`src/rtl/mem_port_arbiter.sv`:
```
// Shares one single-port memory between the fetch port and the data port.
// One transaction outstanding; data wins ties until a fetch has waited MAX_DPRIO grants.
module mem_port_arbiter #(
    parameter int ADDR_W    = 32,
    parameter int DATA_W    = 32,
    parameter int MAX_DPRIO = 3
) (
    input  logic              clk,
    input  logic              rst,
    input  logic              imemreq_val,
    output logic              imemreq_rdy,
    input  logic [ADDR_W-1:0] imemreq_addr,
    output logic              imemresp_val,
    output logic [DATA_W-1:0] imemresp_data,
    input  logic              dmemreq_val,
    output logic              dmemreq_rdy,
    input  logic              dmemreq_type,
    input  logic [ADDR_W-1:0] dmemreq_addr,
    input  logic [DATA_W-1:0] dmemreq_wdata,
    output logic              dmemresp_val,
    output logic [DATA_W-1:0] dmemresp_rdata,
    output logic              memreq_val,
    input  logic              memreq_rdy,
    output logic              memreq_type,
    output logic [ADDR_W-1:0] memreq_addr,
    output logic [DATA_W-1:0] memreq_wdata,
    input  logic              memresp_val,
    input  logic [DATA_W-1:0] memresp_rdata,
    output logic              busy
);

    typedef enum logic [1:0] {IDLE, WAIT_I, WAIT_D} state_t;

    localparam logic [3:0] MAX_CNT = 4'(MAX_DPRIO);

    state_t     state_reg, state_next;
    logic       write_reg, write_next;
    logic [3:0] cnt_reg, cnt_next;
    logic       idle;
    logic       grant_d;
    logic       fire;

    always_ff @(posedge clk or negedge rst) begin
        if (!rst) begin
            state_reg <= IDLE;
            write_reg <= 1'b0;
            cnt_reg   <= 4'd0;
        end else begin
            state_reg <= state_next;
            write_reg <= write_next;
            cnt_reg   <= cnt_next;
        end
    end

    always_comb begin
        state_next     = state_reg;
        write_next     = write_reg;
        cnt_next       = cnt_reg;
        memreq_type    = 1'b0;
        memreq_addr    = '0;
        memreq_wdata   = '0;
        imemreq_rdy    = 1'b0;
        dmemreq_rdy    = 1'b0;
        imemresp_val   = 1'b0;
        imemresp_data  = '0;
        dmemresp_val   = 1'b0;
        dmemresp_rdata = '0;

        idle    = (state_reg == IDLE);
        busy    = !idle;
        grant_d = dmemreq_val & (~imemreq_val | (cnt_reg < MAX_CNT));

        // Outputs are qualified by rst so everything reads 0 while reset is held
        memreq_val = rst & idle & (imemreq_val | dmemreq_val);
        fire       = memreq_val & memreq_rdy;

        if (memreq_val) begin
            if (grant_d) begin
                memreq_type  = dmemreq_type;
                memreq_addr  = dmemreq_addr;
                memreq_wdata = dmemreq_wdata;
                dmemreq_rdy  = memreq_rdy;
            end else begin
                memreq_addr  = imemreq_addr;
                imemreq_rdy  = memreq_rdy;
            end
        end

        case (state_reg)
            IDLE: begin
                if (!imemreq_val) begin
                    cnt_next = 4'd0;
                end else if (fire) begin
                    if (!grant_d)
                        cnt_next = 4'd0;
                    else if (cnt_reg < MAX_CNT)
                        cnt_next = cnt_reg + 4'd1;
                end
                if (fire) begin
                    state_next = grant_d ? WAIT_D : WAIT_I;
                    if (grant_d)
                        write_next = dmemreq_type;
                end
            end
            WAIT_I: begin
                if (memresp_val) begin
                    imemresp_val  = rst;
                    imemresp_data = memresp_rdata;
                    state_next    = IDLE;
                end
            end
            WAIT_D: begin
                if (memresp_val) begin
                    dmemresp_val   = rst;
                    dmemresp_rdata = write_reg ? '0 : memresp_rdata;
                    state_next     = IDLE;
                end
            end
            default: state_next = IDLE;
        endcase
    end

endmodule

```
`config.mk`:
```
export PLATFORM = sky130hd
export DESIGN_NAME = mem_port_arbiter
export DESIGN_NICKNAME = d
export VERILOG_FILES = /design/src/rtl/mem_port_arbiter.sv
export SDC_FILE = /design/constraint.sdc
export NUM_CORES = 1
export LEC_CHECK = 0
export ABC_CLOCK_PERIOD_IN_PS = 1750
export CAP_MARGIN = 20
export CELL_PAD_IN_SITES_DETAIL_PLACEMENT = 0
export CELL_PAD_IN_SITES_GLOBAL_PLACEMENT = 1
export CORE_ASPECT_RATIO = 0.5
export CORE_UTILIZATION = 11
export CTS_CLUSTER_DIAMETER = 200
export CTS_CLUSTER_SIZE = 40
export DETAILED_ROUTE_END_ITERATION = 10
export GPL_ROUTABILITY_DRIVEN = 0
export PLACE_DENSITY = 0.81
export SYNTH_ARGS = -nofsm -noshare
export SYNTH_HDL_FRONTEND = slang
export SYNTH_SLANG_ARGS = --single-unit
```
`constraint.sdc`:
```
create_clock -name clk -period 1.75 [get_ports clk]
set_input_delay 0.2625 -clock clk [delete_from_list [all_inputs] [get_ports clk]]
set_output_delay 0.2625 -clock clk [all_outputs]
set_load 0.1 [all_outputs]
```
# ---- Word level (Yosys, flattened, before mapping)
# Index checks and enable logic that the tools add are counted.
dict set report totals {
  inputBits 135
  ff_bits 7
  wordCells 50
}
dict set report op_classes {
  muxes 26
  eq_ne 6
  n_reduce_logical 6
  addsub 1
  n_bitwise 7
  magnitude_cmp 1
}
# operator count
set op_table {}
lappend op_table {{two-way mux 32 bit} 9}
lappend op_table {{two-way mux 4 bit} 4}
lappend op_table {{two-way mux 1 bit} 9}
lappend op_table {{two-way mux 2 bit} 3}
lappend op_table {{!= test 2 x 1 -> 1 bit, second input constant} 3}
lappend op_table {{AND reduction 3 bit} 2}
lappend op_table {{adder 4 x 1 -> 4 bit, second input constant} 1}
lappend op_table {{AND 1 bit} 4}
lappend op_table {{less-than comparator 4 x 2 -> 1 bit, second input constant} 1}
lappend op_table {{case mux 2 bit (2 select lines)} 1}
lappend op_table {{!= test 3 x 2 -> 1 bit, second input constant} 1}
lappend op_table {{== test 2 x 1 -> 1 bit, second input constant} 1}
lappend op_table {{== test 2 bit, second input constant} 1}
lappend op_table {{zero test 2 bit} 1}
lappend op_table {{bitwise OR 1 bit} 2}
lappend op_table {{AND reduction 2 bit} 1}
lappend op_table {{OR reduction 2 bit} 1}
lappend op_table {{zero test 1 bit} 1}
lappend op_table {{inverter 1 bit} 1}

# ---- Depth between registers and ports, before layout
# Gate-level depths: netlist of the first run.
dict set report depth {
  ltp_word 6
  depth_mapped 6
}

# ---- Least setup slack after synthesis of the first run
# No wires, ideal clock.
dict set report synth_timing {
  kind {reg-to-output}
  from {reg cnt_reg[0]}
  to {out memreq_addr[11]}
  slack_ns -1.414
  path_stages_with_launch 6
  t_required_ns 1.487
  t_arrival_ns 2.901
  path_buffers 1
  path_cell_list {dfrtp_1 > ha_1 > o31ai_1 > clkbuf_1 > nand3_1 > a21oi_1}
}
dict set report synth_between {
  elab_chain_cells 5
}
# element line
set synth_lines {}
lappend synth_lines {{from (decl)} 38} ;# logic [3:0] cnt_reg, cnt_next;
lappend synth_lines {{from (signal assigned)} 51} ;# cnt_reg <= cnt_next;
lappend synth_lines {{less-than comparator 4 x 2 -> 1 bit} 71} ;# grant_d = dmemreq_val & (~imemreq_val | (cnt_reg < MAX_CNT));
lappend synth_lines {{bitwise OR 1 bit} 71}
lappend synth_lines {{AND 1 bit} 71}
lappend synth_lines {{two-way mux 32 bit} 78} ;# if (grant_d) begin
lappend synth_lines {{two-way mux 32 bit} 77} ;# if (memreq_val) begin
lappend synth_lines {{to (decl)} 25} ;# output logic [ADDR_W-1:0] memreq_addr,
# No other way between the ends.

# ---- Worst setup path in the final report of the first run
dict set report layout_timing {
  from {reg cnt_reg[1]}
  to {out memreq_addr[19]}
}
# Same word-level chain as after synthesis.

==> results of run 1 <==
==> path summary, 6_finish.rpt <==
path                            start              end
min                               rst        write_reg
max reg2reg                cnt_reg[1]       cnt_reg[0]
min in group clk            write_reg        write_reg
max in group asynchronous         rst       cnt_reg[2]
min reg2reg                 write_reg        write_reg
max                        cnt_reg[1]  memreq_addr[19]
==> stage by stage <==
step | hold slack [ns] | setup TNS, ns | total power (µW) | instance area, µm²
after floorplan | -0.0331 | -17.82 | 3730 | 2450
after global placement | 0.512 | -23.83 | 5980 | 6930
after detailed placement | 0.534 | -25.12 | 6010 | 6930
after CTS | 0.178 | -35.07 | 6890 | 7520
after global routing | 0.200 | -44.45 | 7260 | 7820
final | 0.177 | -37.54 | 7050 | 7820
==> cells in the final DEF, fill, tap and decap left out, types with 4 or more instances in the layout <==
cell type and n:
buf_12 143, clkdlybuf4s50_1 130, and2_4 64, and3_4 34, a21oi_4 32, buf_4 31, o21ai_4 24, nand3_1 21
nand3_2 12, buf_6 12, clkbuf_16 7, dfrtp_1 7, o21ai_2 6, buf_16 4
==> metal layers <==
metal	global-route usage	wire length, µm	share of wire
met1	0.195	5620	0.41
met2	0.315	7400	0.54
met3	0.0210	384	0.028
met4	0.0335	262	0.019
met5	0	0	0
==> cells by family after synthesis <==
group | synth area share
simple gates | 0.526
compound gates | 0.245
buf+inv | 0.0819
flops | 0.107
fa+ha+maj | 0.0306
mux | 0.00918
==> power breakdown <==
| part | internal (µW) | total [µW] | leakage [µW] | switching [µW] |
|---|---|---|---|---|
| logic | 2610 | 6430 | 0.00286 | 3810 |
| registers | 201 | 228 | 0.0000941 | 26.9 |
| clock network | 304 | 396 | 0.0000382 | 92.0 |
| total | 3120 | 7050 | 0.00299 | 3930 |
==> critical path, delay by kind of cell, from the launching register on <==
kind	cells	cell delay, ns
compound gates	3	0.55
fa+ha+maj	1	0.21
buf+inv	3	0.53
flops	1	0.38
==> repair_timing <==
action,CTS,global route
setup endpoints to repair,136,135
hold endpoints to repair,0,0
pin swaps,37,20
cloned,7,4
gates resized for setup,102,35
buffers inserted,6,7
==> final cells by class <==
type	instances	area share
Tap cell	198	0.0317
Multi-Input combinational cell	222	0.318
Clock buffer	4	0.0101
Sequential cell	7	0.0224
Inverter	7	0.00432
Timing Repair Buffer	329	0.613
==> out/results.tsv, run 1 <==
metric	value	unit
final worst slack	-0.425	ns
Wirelength per Cell	17.8	µm
first-pass GRT wire length	19600	µm
Storage cell area	175	µm²
crit-path max FO	16	
core area	14500	µm²
placed insts	742	
Clock Skews	0.00295	ns
required time of the worst setup path	1.49	ns
Slew Limit Fails	0	
ys async rst share	1.00	
GR Util All Layers	0.163	
VDD IR-drop max	0.394	mV
Max H-tree Level	1	
failing checks	setup timing	
RSZ-0062 raised after global routing	yes	
Netlist cell types	26	
Clock Latency Late Sink	0.23	ns
Hold Crit Class	in -> async	
Post-Syn Area per Cell	6.19	µm²
synth-to-layout area growth	378	%
outcome	finished, violations left	
FP Rows	31	
Chip Width	174	µm
fin cells	767	
Final Util	0.539	
Synth area leaders	and2_1, and3_1, dfrtp_1, a21oi_1, nand3_1	
Synth top cells by count	and2_1, and3_1, a21oi_1, nand3_1, o21ai_0	
ys flop type	dfrtp_1	
initial antenna violation count	0	
number of max-cap violations	0	
Starting Density	0.113	
CP max stage delay	0.38	ns
Via Count	3199	
hold buffers post-CTS	0	
setup slack, reg-to-reg	-0.01	ns
crit-path cells	ha_2 -> o31a_4 -> buf_4 -> buf_12 -> o21ai_2 -> a21oi_4 -> buf_12	
Critical-path top delay cell	dfrtp_1	
CTS root buffer	clkbuf_16	
TritonCTS Sinks	7	
Diodes inserted	0	
DR vias/cell	4.17	
Seq/Total Area, Yosys	0.107	
Post-Route WL	13700	µm
footprint of the multi-input gates	2490	µm²
1st-iter DRT viols	53	
cts bufs inserted	3	
PortBufs	269	
drt first pass iters	4	
Post-Syn Nets	403	
FF+latch count, synth	7	
gr ovfl total	0	
Worst Setup End Kind	output port	
fin crit period	2.17	ns
leakage	0.00299	µW
largest net degree at the start of global routing	27	
CTS tree	yes	
Final HPWL DP	10000	µm
DRC	0	
arrival time worst endpoint	1.91	ns
count leader, synth	and2_1	
Post-DRT Antenna Nets	0	
chip height	88.2	µm
worst slew pin tran	0.328	ns
Max-Slew Margin vs Limit	0.779	
pre-CTS setup slack	-0.358	ns
FF-to-FF path depth	5	
fmax	460	MHz
fraction of layout cells with a size suffix above 1	0.685	
Cells after Synth	264	
clock-pin transition on the worst setup and hold timing paths	0.04	ns
number of flops mapped to enable cells by yosys	0	
CP startpoint kind	flip-flop	
PwrDens	902	nW/µm²
final setup fails	133	
Yosys top cell area share	0.256	
Most common cell on crit path	buf_12	
Fin. Hold Viols	0	
Longest Clk Path Bufs	2	
fin nets	709	
io pins	270	
Setup CP Type	reg -> out	
mapped cell area	1640	µm²
YS warnings	0	
crit share post-route	1.24	
max FFs per register	4	
vias in the first global route	3337	
die area	15400	µm²
FILL cells	1192	
leading area contributor after synthesis	and2_1	
Note: power is estimated with default switching activity, not from simulation.
==> run 2: changes to the inputs <==
- ABC_CLOCK_PERIOD_IN_PS: 1750 -> 2300
- CORE_UTILIZATION: 11 -> 12
- PLACE_DENSITY: 0.81 -> 0.84
- clock period: 1.75 -> 2.3 ns (I/O delays scaled with it)
==> run 2 against run 1 <==
Against the previous run:
- the run still ends with setup timing left
- worst hold slack better by 0.35 ns
- clock skew hardly changed
- clock power is 25% lower
- combinational power decreased by 32%
- power shrank 32%
- register-to-register slack improved by 0.29 ns
- via count fell by 4.9%
- critical path type is now in -> out
- largest cell class unchanged
==> out/results.tsv, run 2 (same netlist as run 1, synthesis figures left out) <==
metric	value	unit
Final HPWL DP	9940	µm
placed inst area	6410	µm²
vias in the first global route	3102	
worst hold path cell count	1	
initial antenna violation count	0	
fin cells	715	
post-route cell area	7050	µm²
most common cell after layout, fill and taps aside	buf_12	
fraction of layout cells with a size suffix above 1	0.492	
PwrDens	685	nW/µm²
GR Util All Layers	0.167	
first-pass GRT wire length	18200	µm
final setup fails	56	
Max-Slew Margin vs Limit	0.577	
TritonCTS Sinks	7	
clock-pin transition on the worst setup and hold timing paths	0.04	ns
CTS root buffer	clkbuf_16	
VDD IR-drop max	0.411	mV
crit-path max FO	32	
Hold Crit Start	write_reg	
Slew Limit Fails	0	
Post-Route WL	13000	µm
chip height	84.5	µm
Worst Setup End Kind	output port	
Clock Latency Late Sink	0.23	ns
hold buffers post-CTS	0	
hold endpoint	write_reg	
1st-iter DRT viols	152	
gr ovfl total	0	
Fin Hold WS	0.531	ns
FP Rows	29	
worst slew pin tran	0.635	ns
DRC	0	
placed insts	696	
io pins	270	
final worst slack	-0.0915	ns
met2 Use GR	0.325	
grt peak-use layer	met2	
synth-to-layout area growth	331	%
failing checks	setup timing	
fmax	418	MHz
DR vias/cell	4.25	
met3 GRT Util	0.0170	
Setup CP Type	in -> out	
Hold Crit Class	reg -> reg	
CTS tree	yes	
leakage	0.00283	µW
Clock Skews	0.00275	ns
arrival time worst endpoint	2.05	ns
largest net degree at the start of global routing	37	
RSZ-0062 raised after global routing	yes	
Via Count	3041	
fin crit period	2.39	ns
met1 Resource Use GR	0.191	
setup slack, reg-to-reg	0.28	ns
reg-to-reg critical path startpoint	cnt_reg[1]	
number of max-cap violations	0	
Max H-tree Level	1	
CP startpoint kind	primary input	
fin nets	685	
Fin. Hold Viols	0	
R2R Path End	write_reg	
crit share post-route	1.04	
core area	13000	µm²
cts bufs inserted	3	
required time of the worst setup path	1.96	ns
Post-DRT Antenna Nets	0	
max FFs per register	4	
Starting Density	0.126	
most frequent cells in the layout	buf_12, clkdlybuf4s50_1, and3_1	
FF-to-FF path depth	7	
drt first pass iters	4	
Chip Width	167	µm
PortBufs	269	
outcome	finished, violations left	
Wirelength per Cell	18.2	µm
pre-CTS setup slack	0.0434	ns
Longest Clk Path Bufs	2	
Diodes inserted	0	
Total Power	4830	µW
die area	14100	µm²
## run 2: layout make-up
type / instances / area [µm²]
repair buffers: 305 / 4550
clock buffers: 4 / 78.8
multi-input cells: 222 / 1990
well taps: 170 / 213
fillers: 1064 / 5940
inverters: 7 / 30.0
flip-flops and latches: 7 / 175
## run 2: report_power, final
group / total (µW) / leakage, µW / internal, µW / switching, µW
Combinational: 4360 / 0.00270 / 1630 / 2730
Clock: 298 / 0.0000382 / 231 / 67.5
Sequential: 170 / 0.0000941 / 153 / 17.2
Total: 4830 / 0.00283 / 2010 / 2810
## run 2: worst max path at each step
| stage | end | cells after the start | startpoint |
|---|---|---|---|
| 2_1_floorplan | memreq_addr[5] | 5 | cnt_reg[0] |
| 6_report | memreq_addr[10] | 5 | dmemreq_val |
| 3_5_place_dp | memreq_wdata[1] | 7 | cnt_reg[0] |
| 5_1_grt | memreq_addr[15] | 5 | dmemreq_val |
| 3_3_place_gp | memreq_wdata[15] | 7 | cnt_reg[0] |
| 4_1_cts | memreq_addr[27] | 7 | cnt_reg[1] |
## run 2: routing by layer
| layer | part of all wire | vias up |
|---|---|---|
| met2 | 0.56 | 70 |
| met4 | 0.024 | 0 |
| met1 | 0.39 | 1449 |
| met5 | 0 | - |
| li1 | - | 1502 |
| met3 | 0.025 | 20 |
## run 2: per-stage QoR
stage	setup TNS [ns]	utilization
after floorplan	-1.36	-
after global placement	0	0.493
after detailed placement	0	0.493
after CTS	-2.72	0.514
after global routing	-6.79	0.542
final	-2.05	0.542
## run 2: repair_timing
action	CTS	global route
endpoints found under the setup margin	60	66
gates cloned	3	4
buffers inserted	5	3
pin swaps	20	36
resized for setup	54	55
## run 2: worst max-delay path: stages
cell and delay, ns:
clkdlybuf4s50_1 0.50, buf_4 0.53, nand3_1 0.24, a21oi_4 0.21
buf_12 0.19
==> run 3: changes to the inputs <==
- MAX_ROUTING_LAYER: unset -> met4
- SKIP_LAST_GASP: unset -> 1
==> run 3 against run 2 <==
Against the previous run:
- the run still ends with setup timing left
- sequential power is essentially flat
- wire length down 0.12%
- flip-flop and latch count unchanged
- global-route usage rose by 0.44 points
- non-clock buffer count stayed put
- worst hold slack is essentially flat
- setup slack better by 0.017 ns
- clock power barely moved
- die area did not move
- count of clock-buffer cells in the layout is the same
==> out/results.tsv, run 3 (same netlist as run 1, synthesis figures left out) <==
metric	value	unit
switching part of the total	0.584	
synth-to-layout area growth	329	%
Setup CP Type	in -> out	
PwrDens	684	nW/µm²
GR Util All Layers	0.171	
worst slew pin tran	0.601	ns
clock share of power	0.062	
drt first pass iters	4	
crit-path cells	clkdlybuf4s50_1 -> buf_4 -> nand3_1 -> a21oi_4 -> buf_12	
clock-pin transition on the worst setup and hold timing paths	0.04	ns
dominant delay contributor by cell family on the critical path	buffers and inverters	
Chip Width	167	µm
Clock Latency Late Sink	0.23	ns
Slew Limit Fails	0	
chip height	84.5	µm
Post-DRT Antenna Nets	0	
fin crit period	2.37	ns
Final HPWL DP	9940	µm
fmax	421	MHz
Max-Slew Margin vs Limit	0.599	
largest net degree at the start of global routing	37	
failing checks	setup timing	
Logic pwr share	0.902	
most frequent cells in the layout	buf_12, clkdlybuf4s50_1, and3_1	
TritonCTS Sinks	7	
die area	14100	µm²
VDD IR-drop max	0.410	mV
Fin Hold WS	0.531	ns
RSZ-0062 raised after global routing	yes	
number of max-cap violations	0	
PortBufs	269	
Critical-path top delay cell	buf_4	
core area	13000	µm²
first-pass GRT wire length	18100	µm
sequential share of power	0.035	
final worst slack	-0.0745	ns
P_sw	2810	µW
Fin. Hold Viols	0	
fin nets	685	
FILL cells	1067	
io pins	270	
hold buffers post-CTS	0	
gr ovfl total	0	
Via Count	3041	
CP max stage delay	0.52	ns
crit-path max FO	32	
footprint of the multi-input gates	1980	µm²
Clock Skews	0.00268	ns
initial antenna violation count	0	
Max H-tree Level	1	
leakage	0.00282	µW
FP Rows	29	
Power Internal	2000	µW
DRC	0	
fraction of layout cells with a size suffix above 1	0.488	
Total Power	4810	µW
Storage cell area	175	µm²
CTS root buffer	clkbuf_16	
DR vias/cell	4.25	
final setup fails	56	
1st-iter DRT viols	145	
crit share post-route	1.03	
CP startpoint kind	primary input	
CTS tree	yes	
Post-Route WL	13000	µm
Hold Crit Class	reg -> reg	
Wirelength per Cell	18.2	µm
Worst Setup End Kind	output port	
required time of the worst setup path	1.96	ns
Diodes inserted	0	
most common cell after layout, fill and taps aside	buf_12	
vias in the first global route	3100	
max FFs per register	4	
CP Buf/Inv Count	3	
Starting Density	0.126	
arrival time worst endpoint	2.03	ns
setup slack, reg-to-reg	0.29	ns
outcome	finished, violations left	
Longest Clk Path Bufs	2	
cts bufs inserted	3	
run 3: repair_timing:
| action | in CTS | in global routing |
|---|---|---|
| pin swaps | 18 | 24 |
| buffers inserted | 5 | 4 |
| endpoints found under the setup margin | 60 | 66 |
| resized for setup | 50 | 55 |
| cloned | 3 | 3 |
run 3: layout make-up:
type / count / share of cell area
clock buffer: 4 / 0.0112
inverter: 7 / 0.00428
multi-input combinational: 222 / 0.281
sequential: 7 / 0.0249
tap: 170 / 0.0303
timing repair buffer: 305 / 0.648
run 3: metrics by stage:
step	setup TNS (ns)	setup WS [ns]	util	instances	area, µm²
2_1_floorplan	-1.36	-0.257	-	264	2000
3_3_place_gp	0	0.0606	0.493	696	6410
3_5_place_dp	0	0.0434	0.493	696	6410
4_1_cts	-2.74	-0.0751	0.514	708	6670
5_1_grt	-6.69	-0.150	0.541	715	7020
6_report	-1.42	-0.0745	0.541	715	7020
run 3: final timing paths:
check / from / endpoint / depth (start not counted)
min in group asynchronous: rst / state_reg[0] / 2
min reg2reg: write_reg / write_reg / 1
max in group asynchronous: rst / cnt_reg[1] / 2
max: dmemreq_val / memreq_addr[28] / 5
max reg2reg: cnt_reg[1] / write_reg / 7
min: write_reg / write_reg / 1
run 3: power by group through the flow:
stage / clock network, µW / logic [µW] / registers (µW)
2_1_floorplan: 0 / 2470 / 169
3_3_place_gp: 0 / 4120 / 170
3_5_place_dp: 0 / 4150 / 172
4_1_cts: 303 / 4280 / 171
5_1_grt: 312 / 4450 / 175
6_report: 298 / 4340 / 170
run 3: per-layer routing:
metal / vias to the layer above / part of all wire / GRT usage
met1: 1467 / 0.39 / 0.192
li1: 1498 / - / -
met3: 20 / 0.017 / 0.0141
met5: - / 0 / -
met4: 0 / 0.023 / 0.0530
met2: 56 / 0.57 / 0.323
